--- src/rtl/seg7_scan_driver_if.sv ---
// seg7_scan_driver_if
// Bundles the board-test side and the display side of the four-digit
// seven-segment scan driver.
//   load       : single-cycle strobe, capture value into the pending register
//   value      : four hex nibbles, nibble i drives digit i
//   seg_n      : segments a..g on bits 0..6, active-low
//   dig_n      : digit enables, active-low, bit i selects digit i
//   pend       : a loaded value is waiting for the next frame boundary
//   frame_done : one-cycle pulse when digit 3's lit phase ends
// Modports: master = board-test logic, slave = the scan driver.
interface seg7_scan_driver_if;
  logic        load;
  logic [15:0] value;
  logic [6:0]  seg_n;
  logic [3:0]  dig_n;
  logic        pend;
  logic        frame_done;

  modport master (
    output load,
    output value,
    input  seg_n,
    input  dig_n,
    input  pend,
    input  frame_done
  );

  modport slave (
    input  load,
    input  value,
    output seg_n,
    output dig_n,
    output pend,
    output frame_done
  );
endinterface

--- src/rtl/seg7_scan_driver.sv ---
// seg7_scan_driver
// Time-multiplexes a four-digit common-anode seven-segment display. Each
// digit is preceded by a dark gap (BLANK) to avoid ghosting and then lit
// (SHOW). New values are staged in a pending register and only copied to
// the displayed register at the frame boundary (end of digit 3's SHOW), so
// a frame never shows a mix of old and new digits.
// Ports:
//   clk   : system clock
//   reset : asynchronous, active-low reset
//   bus   : seg7_scan_driver_if.slave (load/value in, seg_n/dig_n/pend/
//           frame_done out, all outputs registered)
// Parameters:
//   SCAN_DIV  : cycles each digit is lit (>= 2)
//   BLANK_CYC : dark cycles between digits (>= 1)
// Optional feature macro: SEG7_LEADING_ZERO_BLANK_EN
//   When defined, digits above digit 0 whose nibble and all higher nibbles
//   are zero stay dark during SHOW (digit enables still sequence).
module seg7_scan_driver #(
  parameter int SCAN_DIV  = 1024,
  parameter int BLANK_CYC = 16
) (
  input  logic               clk,
  input  logic               reset,
  seg7_scan_driver_if.slave  bus
);

  localparam int MAX_CYC = (SCAN_DIV > BLANK_CYC) ? SCAN_DIV : BLANK_CYC;
  // The BLANK phase compares against BLANK_CYC itself, so the timer must be
  // able to hold that value even when it is a power of two.
  localparam int TMR_W   = $clog2(MAX_CYC + 1);

  localparam logic [TMR_W-1:0] SHOW_LAST  = TMR_W'(SCAN_DIV - 1);
  localparam logic [TMR_W-1:0] BLANK_LAST = TMR_W'(BLANK_CYC);
  localparam logic [TMR_W-1:0] TMR_ZERO   = TMR_W'(0);
  localparam logic [TMR_W-1:0] TMR_ONE    = TMR_W'(1);

  typedef enum logic [0:0] {
    ST_BLANK = 1'b0,
    ST_SHOW  = 1'b1
  } state_t;

  // Active-low segment pattern for one hex nibble (bit 6 = g, bit 0 = a).
  function automatic logic [6:0] seg_decode(input logic [3:0] nib);
    logic [6:0] pat;
    case (nib)
      4'h0:    pat = 7'h40;
      4'h1:    pat = 7'h79;
      4'h2:    pat = 7'h24;
      4'h3:    pat = 7'h30;
      4'h4:    pat = 7'h19;
      4'h5:    pat = 7'h12;
      4'h6:    pat = 7'h02;
      4'h7:    pat = 7'h78;
      4'h8:    pat = 7'h00;
      4'h9:    pat = 7'h10;
      4'hA:    pat = 7'h08;
      4'hB:    pat = 7'h03;
      4'hC:    pat = 7'h46;
      4'hD:    pat = 7'h21;
      4'hE:    pat = 7'h06;
      4'hF:    pat = 7'h0E;
      default: pat = 7'h7F;
    endcase
    return pat;
  endfunction

  state_t           state_r,      state_nxt_s;
  logic [1:0]       idx_r,        idx_nxt_s;
  logic [TMR_W-1:0] tmr_r,        tmr_nxt_s;
  logic [15:0]      disp_r,       disp_nxt_s;
  logic [15:0]      pending_r,    pending_nxt_s;
  logic             pend_r,       pend_nxt_s;
  logic             frame_done_r;
  logic [3:0]       dig_n_r,      dig_n_nxt_s;
  logic [6:0]       seg_n_r,      seg_n_nxt_s;
  logic             boundary_s;
  logic [15:0]      disp_shift_s;
  logic             lead_blank_s;

  // Phase sequencing: BLANK/SHOW alternation, digit index and phase timer.
  // SHOW->BLANK reloads the timer with 1 so the gap is BLANK_CYC cycles; the
  // reset value 0 adds one cycle so digit 0 lights on post-reset edge
  // BLANK_CYC.
  always_comb begin
    state_nxt_s = state_r;
    idx_nxt_s   = idx_r;
    tmr_nxt_s   = tmr_r + TMR_ONE;
    boundary_s  = 1'b0;
    case (state_r)
      ST_BLANK: begin
        if (tmr_r == BLANK_LAST) begin
          state_nxt_s = ST_SHOW;
          tmr_nxt_s   = TMR_ZERO;
        end else begin
          state_nxt_s = ST_BLANK;
        end
      end
      ST_SHOW: begin
        if (tmr_r == SHOW_LAST) begin
          state_nxt_s = ST_BLANK;
          tmr_nxt_s   = TMR_ONE;
          idx_nxt_s   = idx_r + 2'd1;
          boundary_s  = (idx_r == 2'd3);
        end else begin
          state_nxt_s = ST_SHOW;
        end
      end
      default: begin
        state_nxt_s = ST_BLANK;
        idx_nxt_s   = 2'd0;
        tmr_nxt_s   = TMR_ZERO;
      end
    endcase
  end

  // Value staging: loads go to pending; pending moves to disp at the frame
  // boundary. A load on the boundary cycle lands in pending after the old
  // pending has been promoted, so pend stays set.
  always_comb begin
    disp_nxt_s    = disp_r;
    pending_nxt_s = pending_r;
    pend_nxt_s    = pend_r;
    if (boundary_s && pend_r) begin
      disp_nxt_s = pending_r;
      pend_nxt_s = 1'b0;
    end else begin
      disp_nxt_s = disp_r;
    end
    if (bus.load) begin
      pending_nxt_s = bus.value;
      pend_nxt_s    = 1'b1;
    end else begin
      pending_nxt_s = pending_r;
    end
  end

  // Output pattern for the cycle after this edge, computed from next state
  // so the registered outputs move on the same edge as the phase change.
  always_comb begin
    disp_shift_s = disp_nxt_s >> {idx_nxt_s, 2'b00};
`ifdef SEG7_LEADING_ZERO_BLANK_EN
    lead_blank_s = (idx_nxt_s != 2'd0) && (disp_shift_s == 16'h0000);
`else
    lead_blank_s = 1'b0;
`endif
    if (state_nxt_s == ST_SHOW) begin
      dig_n_nxt_s = ~(4'b0001 << idx_nxt_s);
      if (lead_blank_s) begin
        seg_n_nxt_s = 7'h7F;
      end else begin
        seg_n_nxt_s = seg_decode(disp_shift_s[3:0]);
      end
    end else begin
      dig_n_nxt_s = 4'hF;
      seg_n_nxt_s = 7'h7F;
    end
  end

  // State, data and output registers with asynchronous active-low reset.
  always_ff @(posedge clk or negedge reset) begin
    if (!reset) begin
      state_r      <= ST_BLANK;
      idx_r        <= 2'd0;
      tmr_r        <= TMR_ZERO;
      disp_r       <= 16'h0000;
      pending_r    <= 16'h0000;
      pend_r       <= 1'b0;
      frame_done_r <= 1'b0;
      dig_n_r      <= 4'hF;
      seg_n_r      <= 7'h7F;
    end else begin
      state_r      <= state_nxt_s;
      idx_r        <= idx_nxt_s;
      tmr_r        <= tmr_nxt_s;
      disp_r       <= disp_nxt_s;
      pending_r    <= pending_nxt_s;
      pend_r       <= pend_nxt_s;
      frame_done_r <= boundary_s;
      dig_n_r      <= dig_n_nxt_s;
      seg_n_r      <= seg_n_nxt_s;
    end
  end

  assign bus.seg_n      = seg_n_r;
  assign bus.dig_n      = dig_n_r;
  assign bus.pend       = pend_r;
  assign bus.frame_done = frame_done_r;

endmodule

--- src/flat_wrapper.sv ---
// flat-port wrapper written by rule: the top's interface ports become plain ports
module seg7_scan_driver_flat 
#(
  parameter int SCAN_DIV  = 1024,
  parameter int BLANK_CYC = 16
)
  (clk, reset, bus_load, bus_value, bus_seg_n, bus_dig_n, bus_pend, bus_frame_done);
  seg7_scan_driver_if bus_i ();
  input  logic clk;
  input  logic reset;
  input wire logic [$bits(bus_i.load)-1:0] bus_load;
  input wire logic [$bits(bus_i.value)-1:0] bus_value;
  output wire logic [$bits(bus_i.seg_n)-1:0] bus_seg_n;
  output wire logic [$bits(bus_i.dig_n)-1:0] bus_dig_n;
  output wire logic [$bits(bus_i.pend)-1:0] bus_pend;
  output wire logic [$bits(bus_i.frame_done)-1:0] bus_frame_done;
  assign bus_i.load = bus_load;
  assign bus_i.value = bus_value;
  assign bus_seg_n = bus_i.seg_n;
  assign bus_dig_n = bus_i.dig_n;
  assign bus_pend = bus_i.pend;
  assign bus_frame_done = bus_i.frame_done;
  seg7_scan_driver #(.SCAN_DIV(SCAN_DIV), .BLANK_CYC(BLANK_CYC)) u_core (.clk(clk), .reset(reset), .bus(bus_i));
endmodule
--- config.mk ---
export PLATFORM = sky130hd
export DESIGN_NAME = seg7_scan_driver_flat
export DESIGN_NICKNAME = d
export VERILOG_FILES = /design/src/rtl/seg7_scan_driver_if.sv /design/src/rtl/seg7_scan_driver.sv /design/src/flat_wrapper.sv
export SDC_FILE = /design/constraint.sdc
export NUM_CORES = 1
export LEC_CHECK = 0
export BUFFER_PORTS_ARGS = -buffer_cell sky130_fd_sc_hd__buf_4
export CAP_MARGIN = 20
export CORE_UTILIZATION = 25
export CTS_CLUSTER_SIZE = 10
export DETAILED_ROUTE_END_ITERATION = 8
export PLACE_DENSITY_LB_ADDON = 0.3
export RECOVER_POWER = 25
export SYNTH_ARGS = -nofsm -noshare
export SYNTH_HDL_FRONTEND = slang
export SYNTH_SLANG_ARGS = --single-unit
--- constraint.sdc ---
create_clock -name clk -period 10 [get_ports clk]
set_input_delay 2 -clock clk [delete_from_list [all_inputs] [get_ports clk]]
set_output_delay 2 -clock clk [all_outputs]
set_load 0.02 [all_outputs]
==> flow_metrics.env, run 1 <==
export IMPL_globalRouteTotalUtil_pct=10.2
export IMPL_timing_critical_path_slowest_cell_delay_ns=2.12
export IMPL_async_reset_ff_share_pct=100
export IMPL_initial_utilization_pct=26.1
export IMPL_portBuffers=31
export IMPL_yosys_top_cell_by_area="sky130_fd_sc_hd__dfrtp_1"
export IMPL_detailroute_via_count=1647
export IMPL_place_congestion=0.846
export IMPL_drt_pass1_iter_count=4
export IMPL_clock_skew_ns=0.00571
export IMPL_worstPathArrival_ns=4.15
export IMPL_crit_family="buffers and inverters"
export IMPL_syn_area_per_cell_um2=13.2
export IMPL_viasPerCell=4.29
export IMPL_synth_cell_area_um2=2740
export IMPL_drive_above_1_share_pct=37.5
export IMPL_netlist_top_cells_area="sky130_fd_sc_hd__dfrtp_1, sky130_fd_sc_hd__mux2_2, sky130_fd_sc_hd__dfstp_2"
export IMPL_fraction_of_the_yosys_area_taken_by_sequential_cells_pct=54.5
export IMPL_detailed_route_drc_error_count=0
export IMPL_multi_input_area_um2=1140
export IMPL_violations_in_the_final_reports="max-capacitance violations, max-slew violations"
export IMPL_cts_repair_resize_count=0
export IMPL_setup_slack_ns=5.62
export IMPL_worst_r2r_startpoint="u_core.tmr_r[0]$_DFF_PN0_"
export IMPL_maxCapViolations=1
export IMPL_timing_worst_slew_pin_value_ns=3.06
export IMPL_finalHoldWorstSlack_ns=0.477
export IMPL_worstPathMaxFanout=59
export IMPL_outcome="finished, violations left"
export IMPL_globalRouteOverflowTotal=0
export IMPL_cts_made_buffers=9
export IMPL_synthCells=207
export IMPL_rsz0062_at_grt="no"
export IMPL_floorplan_core_area_um2=10500
export IMPL_min_path_cells=1
export IMPL_dpl_worst_slack_ns=6.43
export IMPL_fmax_ghz=0.228
export IMPL_area_delta_synth_final_pct=20.9
export IMPL_critical_path_slowest_cell="sky130_fd_sc_hd__clkbuf_1"
export IMPL_setup_tns_ns=0
export IMPL_critical_path_startpoint_type="input pin"
export IMPL_report_power_total_mw=0.510
export IMPL_pins_over_their_slew_limit=60
export IMPL_synthDominantCellAreaShare_pct=43.9
export IMPL_timing_critical_path_from="reset"
export IMPL_r2r_end="u_core.bus.seg_n[3]$_DFF_PN1_"
export IMPL_synth_seq_cells=59
export IMPL_worst_endpoint_required_ns=9.77
export IMPL_critical_path_endpoint_type="asynchronous set/reset pin"
export IMPL_cts_htree_levels=3
export IMPL_final_setup_violation_count=0
export IMPL_detail_route_iter0_violations=66
export IMPL_antenna_found_initial=0
export IMPL_final_min_period_over_clock_period_pct=43.8
export IMPL_cp_num_buf_inv=1
export IMPL_die_y_um=107
export IMPL_detail_route_wl_per_cell_um=13.0
export IMPL_holdCritStartpoint="u_core.tmr_r[0]$_DFF_PN0_"
export IMPL_clk_pin_slew_worst_paths_ns=0.06
export IMPL_postRouteAntennaNets=0
export IMPL_r2r_worst_path_cells=10
export IMPL_syn_nets=235
export IMPL_worst_skew_pair_late_latency_ns=0.34
export IMPL_hold_end="u_core.tmr_r[0]$_DFF_PN0_"
export IMPL_cts_root_buf="sky130_fd_sc_hd__clkbuf_8"
export IMPL_regArea_um2=1490
export IMPL_synth_edf_count=0
export IMPL_boundaryPins=32
export IMPL_power_density_nw_per_um2=154
export IMPL_p_leak_nw=1.60
export IMPL_min_period_ns=4.38
export IMPL_vdd_drop_max_uv=66.0
export IMPL_synthDistinctLibCells=43
export IMPL_n_antenna_cell=0
export IMPL_via_count_of_the_first_global_routing_pass=1747
export IMPL_number_of_fill_cells_in_the_layout=1062
export IMPL_final_nets=271
export IMPL_cts_sink_count=59
export IMPL_worstSetupPathType="input pin to asynchronous set/reset pin"
export IMPL_timing_critical_path_cells="clkbuf_1"
export IMPL_die_area_um2=11400
export IMPL_cts_hold_buffers=0
export IMPL_grt_max_degree=60
export IMPL_grt_pass1_wl_um=8790
export IMPL_die_w_um=107
export IMPL_totalWireLength_um=5000
export IMPL_max_slew_margin_pct=-104
export IMPL_detail_placement_hpwl_um=3550
export IMPL_worst_r2r_setup_slack_ns=6.06
export IMPL_synthFlopType="sky130_fd_sc_hd__dfrtp_1"
export IMPL_clock_tree_from_tritoncts="built"
export IMPL_hold_viol=0
export IMPL_post_cts_buffers=0
export IMPL_hold_path_class="flop to flop"
export IMPL_placement_rows=37
export IMPL_synth_warning_count=0
export IMPL_clockBufferDepth=2
==> final cells by class <==
cell class	instances	area share (%)
Multi-Input combinational cell	129	34.6
Tap cell	136	5.15
Inverter	12	1.36
Clock buffer	11	4.58
Clock inverter	5	2.27
Timing Repair Buffer	32	6.93
Sequential cell	59	45.1
==> where the power goes <==
part | internal (mW) | total (mW) | switching [mW]
clock network | 0.152 | 0.244 | 0.0913
logic | 0.00986 | 0.0176 | 0.00778
registers | 0.245 | 0.249 | 0.00335
total | 0.408 | 0.510 | 0.102
==> sequential cells by signal (all words and copies together), names as in the netlist <==
register and cells:
u_core.bus.pend 1, u_core.idx_r 2, u_core.pending_r 16, u_core.tmr_r 11, u_core.state_r 1, u_core.bus.dig_n 4
u_core.bus.seg_n 7, u_core.disp_r 16, u_core.bus.frame_done 1
==> Yosys cell counts, types with 2 or more instances <==
master / n
sky130_fd_sc_hd__dfrtp_1: 48
sky130_fd_sc_hd__mux2_2: 39
sky130_fd_sc_hd__nor2_1: 13
sky130_fd_sc_hd__inv_1: 12
sky130_fd_sc_hd__dfstp_2: 11
sky130_fd_sc_hd__ha_1: 9
sky130_fd_sc_hd__nand2_1: 9
sky130_fd_sc_hd__xor2_1: 7
sky130_fd_sc_hd__nand3_1: 6
sky130_fd_sc_hd__a21oi_1: 4
sky130_fd_sc_hd__a221o_1: 3
sky130_fd_sc_hd__clkbuf_1: 3
sky130_fd_sc_hd__mux2i_1: 3
sky130_fd_sc_hd__mux2i_4: 3
sky130_fd_sc_hd__xnor2_1: 3
sky130_fd_sc_hd__buf_2: 2
sky130_fd_sc_hd__nand4_1: 2
sky130_fd_sc_hd__nor3_1: 2
sky130_fd_sc_hd__nor4b_1: 2
sky130_fd_sc_hd__o21ai_0: 2
sky130_fd_sc_hd__o21bai_1: 2
==> kinds of logic (layout without fill, tap and decap cells) <==
family,after synthesis,count (layout),share of synthesized area [%]
xor gates and xnor gates,10,10,3.20
and+or+nand+nor,47,47,9.93
AOI/OAI and AO/OA,16,16,4.07
DFF,59,59,54.5
buffers and inverters,19,60,3.11
adders and majority gates,9,9,4.12
muxes,47,47,21.1
==> worst max-delay path by stage <==
stage | to | cells after the start
floorplan | u_core.bus.seg_n[3]$_DFF_PN1_ | 11
global placement | u_core.bus.seg_n[3]$_DFF_PN1_ | 10
detailed placement | u_core.bus.seg_n[3]$_DFF_PN1_ | 10
CTS | u_core.bus.seg_n[3]$_DFF_PN1_ | 10
global route | u_core.disp_r[13]$_DFF_PN0_ | 1
finish | u_core.pending_r[11]$_DFFE_PN0P_ | 1
==> stage by stage <==
step	util (%)	instance area, um2	cells
floorplan	-	2740	207
global placement	29.7	3110	368
detailed placement	29.7	3110	368
CTS	31.8	3330	384
global route	31.6	3310	384
finish	31.6	3310	384
==> placed cells by master, fill, tap and decap left out, drive strengths merged, types with 3 or more instances in the layout <==
cell type  instances
dfrtp             48
mux2              39
buf               29
nor2              14
clkbuf            14
inv               12
dfstp             11
nand2              9
ha                 9
xor2               7
mux2i              7
nand3              6
a21oi              4
nand4              4
a221o              3
xnor2              3
clkinv             3
o21ai              3
==> per-layer routing <==
| layer | global-route usage, % | up-vias | wire [um] |
|---|---|---|---|
| li1 | - | 797 | - |
| met1 | 12.4 | 808 | 2240 |
| met2 | 16.0 | 29 | 2440 |
| met3 | 2.43 | 13 | 152 |
| met4 | 7.05 | 0 | 163 |
| met5 | 0 | - | 0 |
No activity file was read; power rests on OpenSTA's default activity.
==> run 2: changes to the inputs <==
- clock period: 10 -> 4.46 ns (I/O delays scaled with it)
==> run 2 against run 1 <==
Against the previous run: the run still ends with max-capacitance violations, max-slew violations left; non-clock buffer count grew 1; worst setup slack worse by 4.5 ns; power increased by 100%; cell count is 0.26% higher; first-iteration DRC count decreased by 26%; register-to-register slack worse by 4.9 ns; clock power increased by 78%; sequential power rose by 120%; final area is 0.42% lower; clock skew increased by 0.0029 ns; largest cell class unchanged.
==> flow_metrics.env, run 2 (same netlist as run 1, synthesis figures left out) <==
export IMPL_detailed_route_drc_error_count=0
export IMPL_worstPathMaxFanout=12
export IMPL_timing_worst_slew_pin_value_ns=3.03
export IMPL_power_density_nw_per_um2=314
export IMPL_max_slew_margin_pct=-102
export IMPL_portBuffers=31
export IMPL_regArea_um2=1490
export IMPL_placement_rows=37
export IMPL_fmax_ghz=0.301
export IMPL_totalWireLength_um=4910
export IMPL_detail_route_iter0_violations=49
export IMPL_detail_placement_hpwl_um=3640
export IMPL_globalRouteOverflowTotal=0
export IMPL_boundaryPins=32
export IMPL_critical_path_startpoint_type="flop"
export IMPL_vdd_drop_max_uv=139
export IMPL_hold_viol=0
export IMPL_die_w_um=107
export IMPL_rsz0062_at_grt="no"
export IMPL_violations_in_the_final_reports="max-capacitance violations, max-slew violations"
export IMPL_area_delta_synth_final_pct=20.4
export IMPL_grt_max_degree=60
export IMPL_antenna_found_initial=0
export IMPL_setup_tns_ns=0
export IMPL_post_cts_buffers=0
export IMPL_cts_repair_resize_count=0
export IMPL_detail_route_wl_per_cell_um=12.8
export IMPL_viasPerCell=4.25
export IMPL_multi_input_area_um2=1160
export IMPL_maxCapViolations=1
export IMPL_cts_root_buf="sky130_fd_sc_hd__clkbuf_8"
export IMPL_globalRouteTotalUtil_pct=9.86
export IMPL_worst_endpoint_required_ns=4.71
export IMPL_floorplan_core_area_um2=10500
export IMPL_clock_tree_from_tritoncts="built"
export IMPL_drt_pass1_iter_count=4
export IMPL_pins_over_their_slew_limit=60
export IMPL_final_cell_mix="sky130_fd_sc_hd__dfrtp_1, sky130_fd_sc_hd__mux2_2, sky130_fd_sc_hd__buf_4"
export IMPL_place_congestion=0.799
export IMPL_cts_sink_count=59
export IMPL_via_count_of_the_first_global_routing_pass=1699
export IMPL_n_antenna_cell=0
export IMPL_outcome="finished, violations left"
export IMPL_p_leak_nw=1.60
export IMPL_clockBufferDepth=2
export IMPL_initial_utilization_pct=26.1
export IMPL_final_common_cell="sky130_fd_sc_hd__dfrtp_1"
export IMPL_cts_made_buffers=9
export IMPL_hold_path_class="flop to flop"
export IMPL_critical_path_endpoint_type="flop"
export IMPL_postRouteAntennaNets=0
export IMPL_drive_above_1_share_pct=43.4
export IMPL_utilization_pct=31.5
export IMPL_die_y_um=107
export IMPL_worstSetupPathType="flop to flop"
export IMPL_number_of_fill_cells_in_the_layout=1085
export IMPL_worst_skew_pair_late_latency_ns=0.33
export IMPL_grt_pass1_wl_um=8460
export IMPL_final_min_period_over_clock_period_pct=74.5
export IMPL_min_period_ns=3.32
export IMPL_die_area_um2=11400
export IMPL_worstPathArrival_ns=3.57
export IMPL_biggestRegsByFlops="u_core.disp_r: 16 flops, u_core.pending_r: 16 flops, u_core.tmr_r: 11 flops"
export IMPL_final_setup_violation_count=0
export IMPL_clock_skew_ns=0.00857
export IMPL_cts_htree_levels=3
export IMPL_clk_pin_slew_worst_paths_ns=0.06
export IMPL_detailroute_via_count=1635
export IMPL_cts_hold_buffers=0
export IMPL_final_nets=272
## run 2: cell types whose count changed in the layout (fill, tap and decap cells not counted)
cell                        change
sky130_fd_sc_hd__or2_2          +1
sky130_fd_sc_hd__mux2_1        -12
sky130_fd_sc_hd__nand4_4        +1
sky130_fd_sc_hd__clkinv_2       -1
sky130_fd_sc_hd__or2_0          -1
sky130_fd_sc_hd__buf_4          +3
sky130_fd_sc_hd__nand4_1        -1
sky130_fd_sc_hd__clkbuf_8       +1
sky130_fd_sc_hd__bufinv_16      -2
sky130_fd_sc_hd__mux2_2        +12
## run 2: cell type report
type	count	area share, %
tap	136	5.17
clock buffer	14	5.25
sequential	59	45.3
multi-input combinational	129	35.2
timing repair buffer	33	7.41
inverter	12	1.37
clock inverter	2	0.304
## run 2: per-layer routing
metal | up-vias | wire, um | track usage, %
met5 | - | 0 | 0
met4 | 0 | 149 | 6.16
met3 | 12 | 124 | 1.82
met2 | 27 | 2420 | 15.8
met1 | 801 | 2220 | 12.3
li1 | 795 | - | -
## run 2: worst paths after layout
| check | start | to | slack [ns] | depth (start not counted) |
|---|---|---|---|---|
| min reg2reg | u_core.tmr_r[0]$_DFF_PN0_ | u_core.tmr_r[0]$_DFF_PN0_ | 0.48 | 1 |
| max reg2reg | u_core.tmr_r[0]$_DFF_PN0_ | u_core.bus.seg_n[3]$_DFF_PN1_ | 1.14 | 11 |
| max | u_core.tmr_r[0]$_DFF_PN0_ | u_core.bus.seg_n[3]$_DFF_PN1_ | 1.14 | 11 |
| min | u_core.tmr_r[0]$_DFF_PN0_ | u_core.tmr_r[0]$_DFF_PN0_ | 0.48 | 1 |
| min in group asynchronous | reset | u_core.tmr_r[2]$_DFF_PN0_ | 1.56 | 1 |
| max in group asynchronous | reset | u_core.disp_r[6]$_DFF_PN0_ | 1.19 | 1 |
## run 2: power by group
group          total (mW)  leakage, nW  internal (mW)  switching (mW)
sequential          0.559        0.734          0.551         0.00817
clock               0.434       0.0965          0.246           0.188
combinational      0.0399        0.768         0.0224          0.0175
total                1.03         1.60          0.819           0.214
## run 2: critical path, cell delays in order, from the launching register on
cell                      delay, ns
sky130_fd_sc_hd__dfrtp_1       0.37
sky130_fd_sc_hd__ha_1          0.29
sky130_fd_sc_hd__and4b_4       0.32
sky130_fd_sc_hd__nand4_2       0.17
sky130_fd_sc_hd__mux2i_2       0.20
sky130_fd_sc_hd__buf_4         0.23
sky130_fd_sc_hd__mux2_2        0.38
sky130_fd_sc_hd__mux2i_4       0.25
sky130_fd_sc_hd__inv_1         0.10
sky130_fd_sc_hd__ha_1          0.25
sky130_fd_sc_hd__mux4_1        0.48
sky130_fd_sc_hd__or2_1         0.22
## run 2: metrics by stage
stage	worst slack [ns]	total power, mW	hold WS (ns)	instances	area (um2)
after global placement	1.19	0.610	0.468	369	3110
after detailed placement	1.13	0.611	0.473	369	3110
final	1.14	1.03	0.480	385	3290
after global routing	0.549	1.08	0.505	385	3290
after CTS	1.11	1.06	0.484	385	3300
after floorplan	1.31	0.582	0.449	207	2740
==> run 3: changes to the inputs <==
- ABC_AREA: default -> 1
- clock period: 4.46 -> 3.2 ns (I/O delays scaled with it)
==> run 3 against run 2 <==
Against the previous run: the run ends with design-rule violations left; core utilization is 0.47 points higher; sequential power is 38% higher; cell count is 34% higher; via count is 31% higher; clock skew is 0.0039 ns lower; worst setup slack worse by 0.52 ns; non-clock buffer count is 2 lower; combinational power is 49% higher; global-route usage is 1.1 points higher; sequential cell count stayed put; wire length is 19% higher; final area is 12% higher; critical endpoint unchanged.
==> flow_metrics.env, run 3 <==
export IMPL_outcome="finished, violations left"
export IMPL_async_reset_ff_share_pct=100
export IMPL_fraction_of_the_yosys_area_taken_by_sequential_cells_pct=49.6
export IMPL_r2r_end="u_core.bus.seg_n[3]$_DFF_PN1_"
export IMPL_vdd_drop_max_uv=261
export IMPL_place_congestion=0.766
export IMPL_sw_pwr_mw=0.394
export IMPL_cts_hold_buffers=0
export IMPL_rsz0062_at_grt="no"
export IMPL_synth_cell_area_um2=3000
export IMPL_netlist_top_cells_area="sky130_fd_sc_hd__dfrtp_1, sky130_fd_sc_hd__nand2_1, sky130_fd_sc_hd__dfstp_2"
export IMPL_detail_route_iter0_violations=84
export IMPL_r2r_worst_path_cells=17
export IMPL_detailroute_via_count=2137
export IMPL_drive_above_1_share_pct=28.6
export IMPL_via_count_of_the_first_global_routing_pass=2212
export IMPL_area_delta_synth_final_pct=23.0
export IMPL_synth_edf_count=0
export IMPL_hold_path_class="flop to flop"
export IMPL_worstSetupPathType="flop to flop"
export IMPL_clockBufferDepth=2
export IMPL_critical_path_endpoint_type="flop"
export IMPL_synthFlopType="sky130_fd_sc_hd__dfrtp_1"
export IMPL_drt_pass1_iter_count=9
export IMPL_swShare_pct=21.1
export IMPL_boundaryPins=32
export IMPL_worst_skew_pair_late_latency_ns=0.33
export IMPL_worst_endpoint_required_ns=3.44
export IMPL_stdcell_count=517
export IMPL_cp_num_buf_inv=2
export IMPL_placement_rows=39
export IMPL_globalRouteTotalUtil_pct=10.9
export IMPL_biggestRegsByFlops="u_core.disp_r: 16 flops, u_core.pending_r: 16 flops, u_core.tmr_r: 11 flops"
export IMPL_timing_critical_path_depth=17
export IMPL_pins_over_their_slew_limit=0
export IMPL_hold_viol=0
export IMPL_cts_made_buffers=9
export IMPL_min_period_ns=2.58
export IMPL_detail_placement_hpwl_um=4300
export IMPL_holdCritStartpoint="u_core.pending_r[2]$_DFFE_PN0P_"
export IMPL_syn_area_per_cell_um2=9.02
export IMPL_p_leak_nw=1.89
export IMPL_worstPathMaxFanout=26
export IMPL_final_common_cell="sky130_fd_sc_hd__nand2_1"
export IMPL_final_nets=397
export IMPL_utilization_pct=31.9
export IMPL_synthDominantCellAreaShare_pct=40.0
export IMPL_post_synth_top_count_cell="sky130_fd_sc_hd__nand2_1"
export IMPL_final_setup_violation_count=0
export IMPL_cts_repair_resize_count=0
export IMPL_grt_max_degree=60
export IMPL_viasPerCell=4.13
export IMPL_synth_seq_cells=59
export IMPL_critical_path_slowest_cell="sky130_fd_sc_hd__dfrtp_1"
export IMPL_clock_skew_ns=0.00463
export IMPL_combinationalPowerShare_pct=3.2
export IMPL_detail_route_wl_per_cell_um=11.3
export IMPL_worstPathArrival_ns=2.82
export IMPL_synth_warning_count=0
export IMPL_timing_critical_path_slowest_cell_delay_ns=0.37
export IMPL_seq_power_share_pct=41.3
export IMPL_max_slew_margin_pct=2.90
export IMPL_detailed_route_drc_error_count=3
export IMPL_cts_root_buf="sky130_fd_sc_hd__clkbuf_16"
export IMPL_yosys_top_cell_by_area="sky130_fd_sc_hd__dfrtp_1"
export IMPL_postRouteAntennaNets=0
export IMPL_portBuffers=31
export IMPL_post_synth_most_frequent_cells="sky130_fd_sc_hd__nand2_1, sky130_fd_sc_hd__dfrtp_1, sky130_fd_sc_hd__inv_1"
export IMPL_worst_r2r_setup_slack_ns=0.62
export IMPL_clock_tree_from_tritoncts="built"
export IMPL_maxCapViolations=0
export IMPL_die_w_um=112
export IMPL_crit_family="simple AND/OR/NAND/NOR gates"
export IMPL_placedCellCount=501
export IMPL_setup_tns_ns=0
export IMPL_post_cts_buffers=0
export IMPL_synthCells=333
export IMPL_cts_sink_count=59
export IMPL_cts_htree_levels=3
export IMPL_timing_worst_slew_pin_value_ns=1.46
export IMPL_totalWireLength_um=5850
export IMPL_fmax_ghz=0.387
export IMPL_n_antenna_cell=0
export IMPL_initial_utilization_pct=26.0
export IMPL_power_density_nw_per_um2=505
export IMPL_grt_pass1_wl_um=10700
export IMPL_final_cell_mix="sky130_fd_sc_hd__nand2_1, sky130_fd_sc_hd__dfrtp_1, sky130_fd_sc_hd__inv_1"
export IMPL_globalRouteOverflowTotal=0
export IMPL_synthDistinctLibCells=33
export IMPL_floorplan_core_area_um2=11600
export IMPL_finalInstanceArea_um2=3690
export IMPL_violations_in_the_final_reports="design-rule violations"
export IMPL_share_clk_of_total_power_pct=55.5
export IMPL_hold_end="u_core.pending_r[2]$_DFFE_PN0P_"
export IMPL_die_area_um2=12500
export IMPL_intPower_mw=1.47
export IMPL_syn_nets=361
export IMPL_timing_critical_path_cells="ha_1 -> nand2_2 -> nor2_8 -> nand2_4 -> nor2_4 -> nand3_4 -> nand2_1 -> o21ai_1 -> nand2_1 -> nand2_1 -> nor2_4 -> inv_2 -> ha_1 -> inv_1 -> nand3_1 -> nand3_1 -> nand3_1"
export IMPL_critical_path_startpoint_type="flop"
export IMPL_die_y_um=112
export IMPL_min_path_cells=2
export IMPL_placed_area_um2=3380
export IMPL_clk_pin_slew_worst_paths_ns=0.05
export IMPL_final_min_period_over_clock_period_pct=80.8
export IMPL_worst_r2r_startpoint="u_core.tmr_r[1]$_DFF_PN0_"
export IMPL_antenna_found_initial=0
-- run 3: cell count changes after synthesis, sizes merged, moves of 3 or more --
cell	before	now
nand2	9	121
mux2	39	0
inv	12	42
o21ai	3	29
nand3	6	21
nor2	14	27
mux2i	7	0
a221o	3	0
xnor2	3	0
xor2	7	4
-- run 3: worst max-delay path by stage --
stage,from,endpoint,slack [ns]
after floorplan,u_core.tmr_r[1]$_DFF_PN0_,u_core.bus.seg_n[3]$_DFF_PN1_,0.96
after global placement,u_core.tmr_r[1]$_DFF_PN0_,u_core.bus.seg_n[3]$_DFF_PN1_,0.71
after detailed placement,u_core.tmr_r[1]$_DFF_PN0_,u_core.bus.seg_n[3]$_DFF_PN1_,0.61
after CTS,u_core.tmr_r[1]$_DFF_PN0_,u_core.bus.seg_n[3]$_DFF_PN1_,0.59
after global routing,u_core.tmr_r[1]$_DFF_PN0_,u_core.bus.seg_n[3]$_DFF_PN1_,0.32
final,u_core.tmr_r[1]$_DFF_PN0_,u_core.bus.seg_n[3]$_DFF_PN1_,0.62
-- run 3: cell type report --
type	instances	area [um2]
Inverter	42	158
Timing Repair Buffer	31	226
Fill cell	1192	7870
Multi-Input combinational cell	226	1320
Tap cell	143	179
Clock buffer	9	225
Clock inverter	7	98.8
Sequential cell	59	1490
-- run 3: power by group through the flow --
stage	Clock, mW	Combinational, mW	Sequential, mW
after detailed placement	0	0.0629	0.783
after floorplan	0	0.0235	0.782
after global routing	1.10	0.0710	0.771
final	1.04	0.0594	0.770
after CTS	1.07	0.0629	0.770
after global placement	0	0.0616	0.782
-- run 3: logic make-up (layout without fill, tap and decap cells) --
group,Yosys count,in the layout,share of synthesized area (%)
AOI/OAI and AO/OA,34,34,6.83
and+or+nand+nor,179,179,32.1
adders and majority gates,9,9,3.75
buffers and inverters,48,89,6.54
DFF,59,59,49.6
xor gates and xnor gates,4,4,1.17
-- run 3: stage by stage --
step	power, mW	worst slack [ns]	hold WS (ns)
finish	1.87	0.616	0.468
global placement	0.844	0.707	0.457
global route	1.95	0.323	0.504
floorplan	0.805	0.960	0.344
CTS	1.90	0.586	0.416
detailed placement	0.846	0.614	0.461
-- run 3: tightest hold or removal path, delay by kind of cell (launching register included) --
kind / cells / cell delay, ns
AND/OR/NAND/NOR: 2 / 0.10
flip-flops: 1 / 0.34
-- run 3: metal layers --
metal	GRT usage [%]	share of wire (%)
met5	0	0
met4	4.32	0.82
met3	4.03	5.2
met1	14.2	48
met2	16.5	46
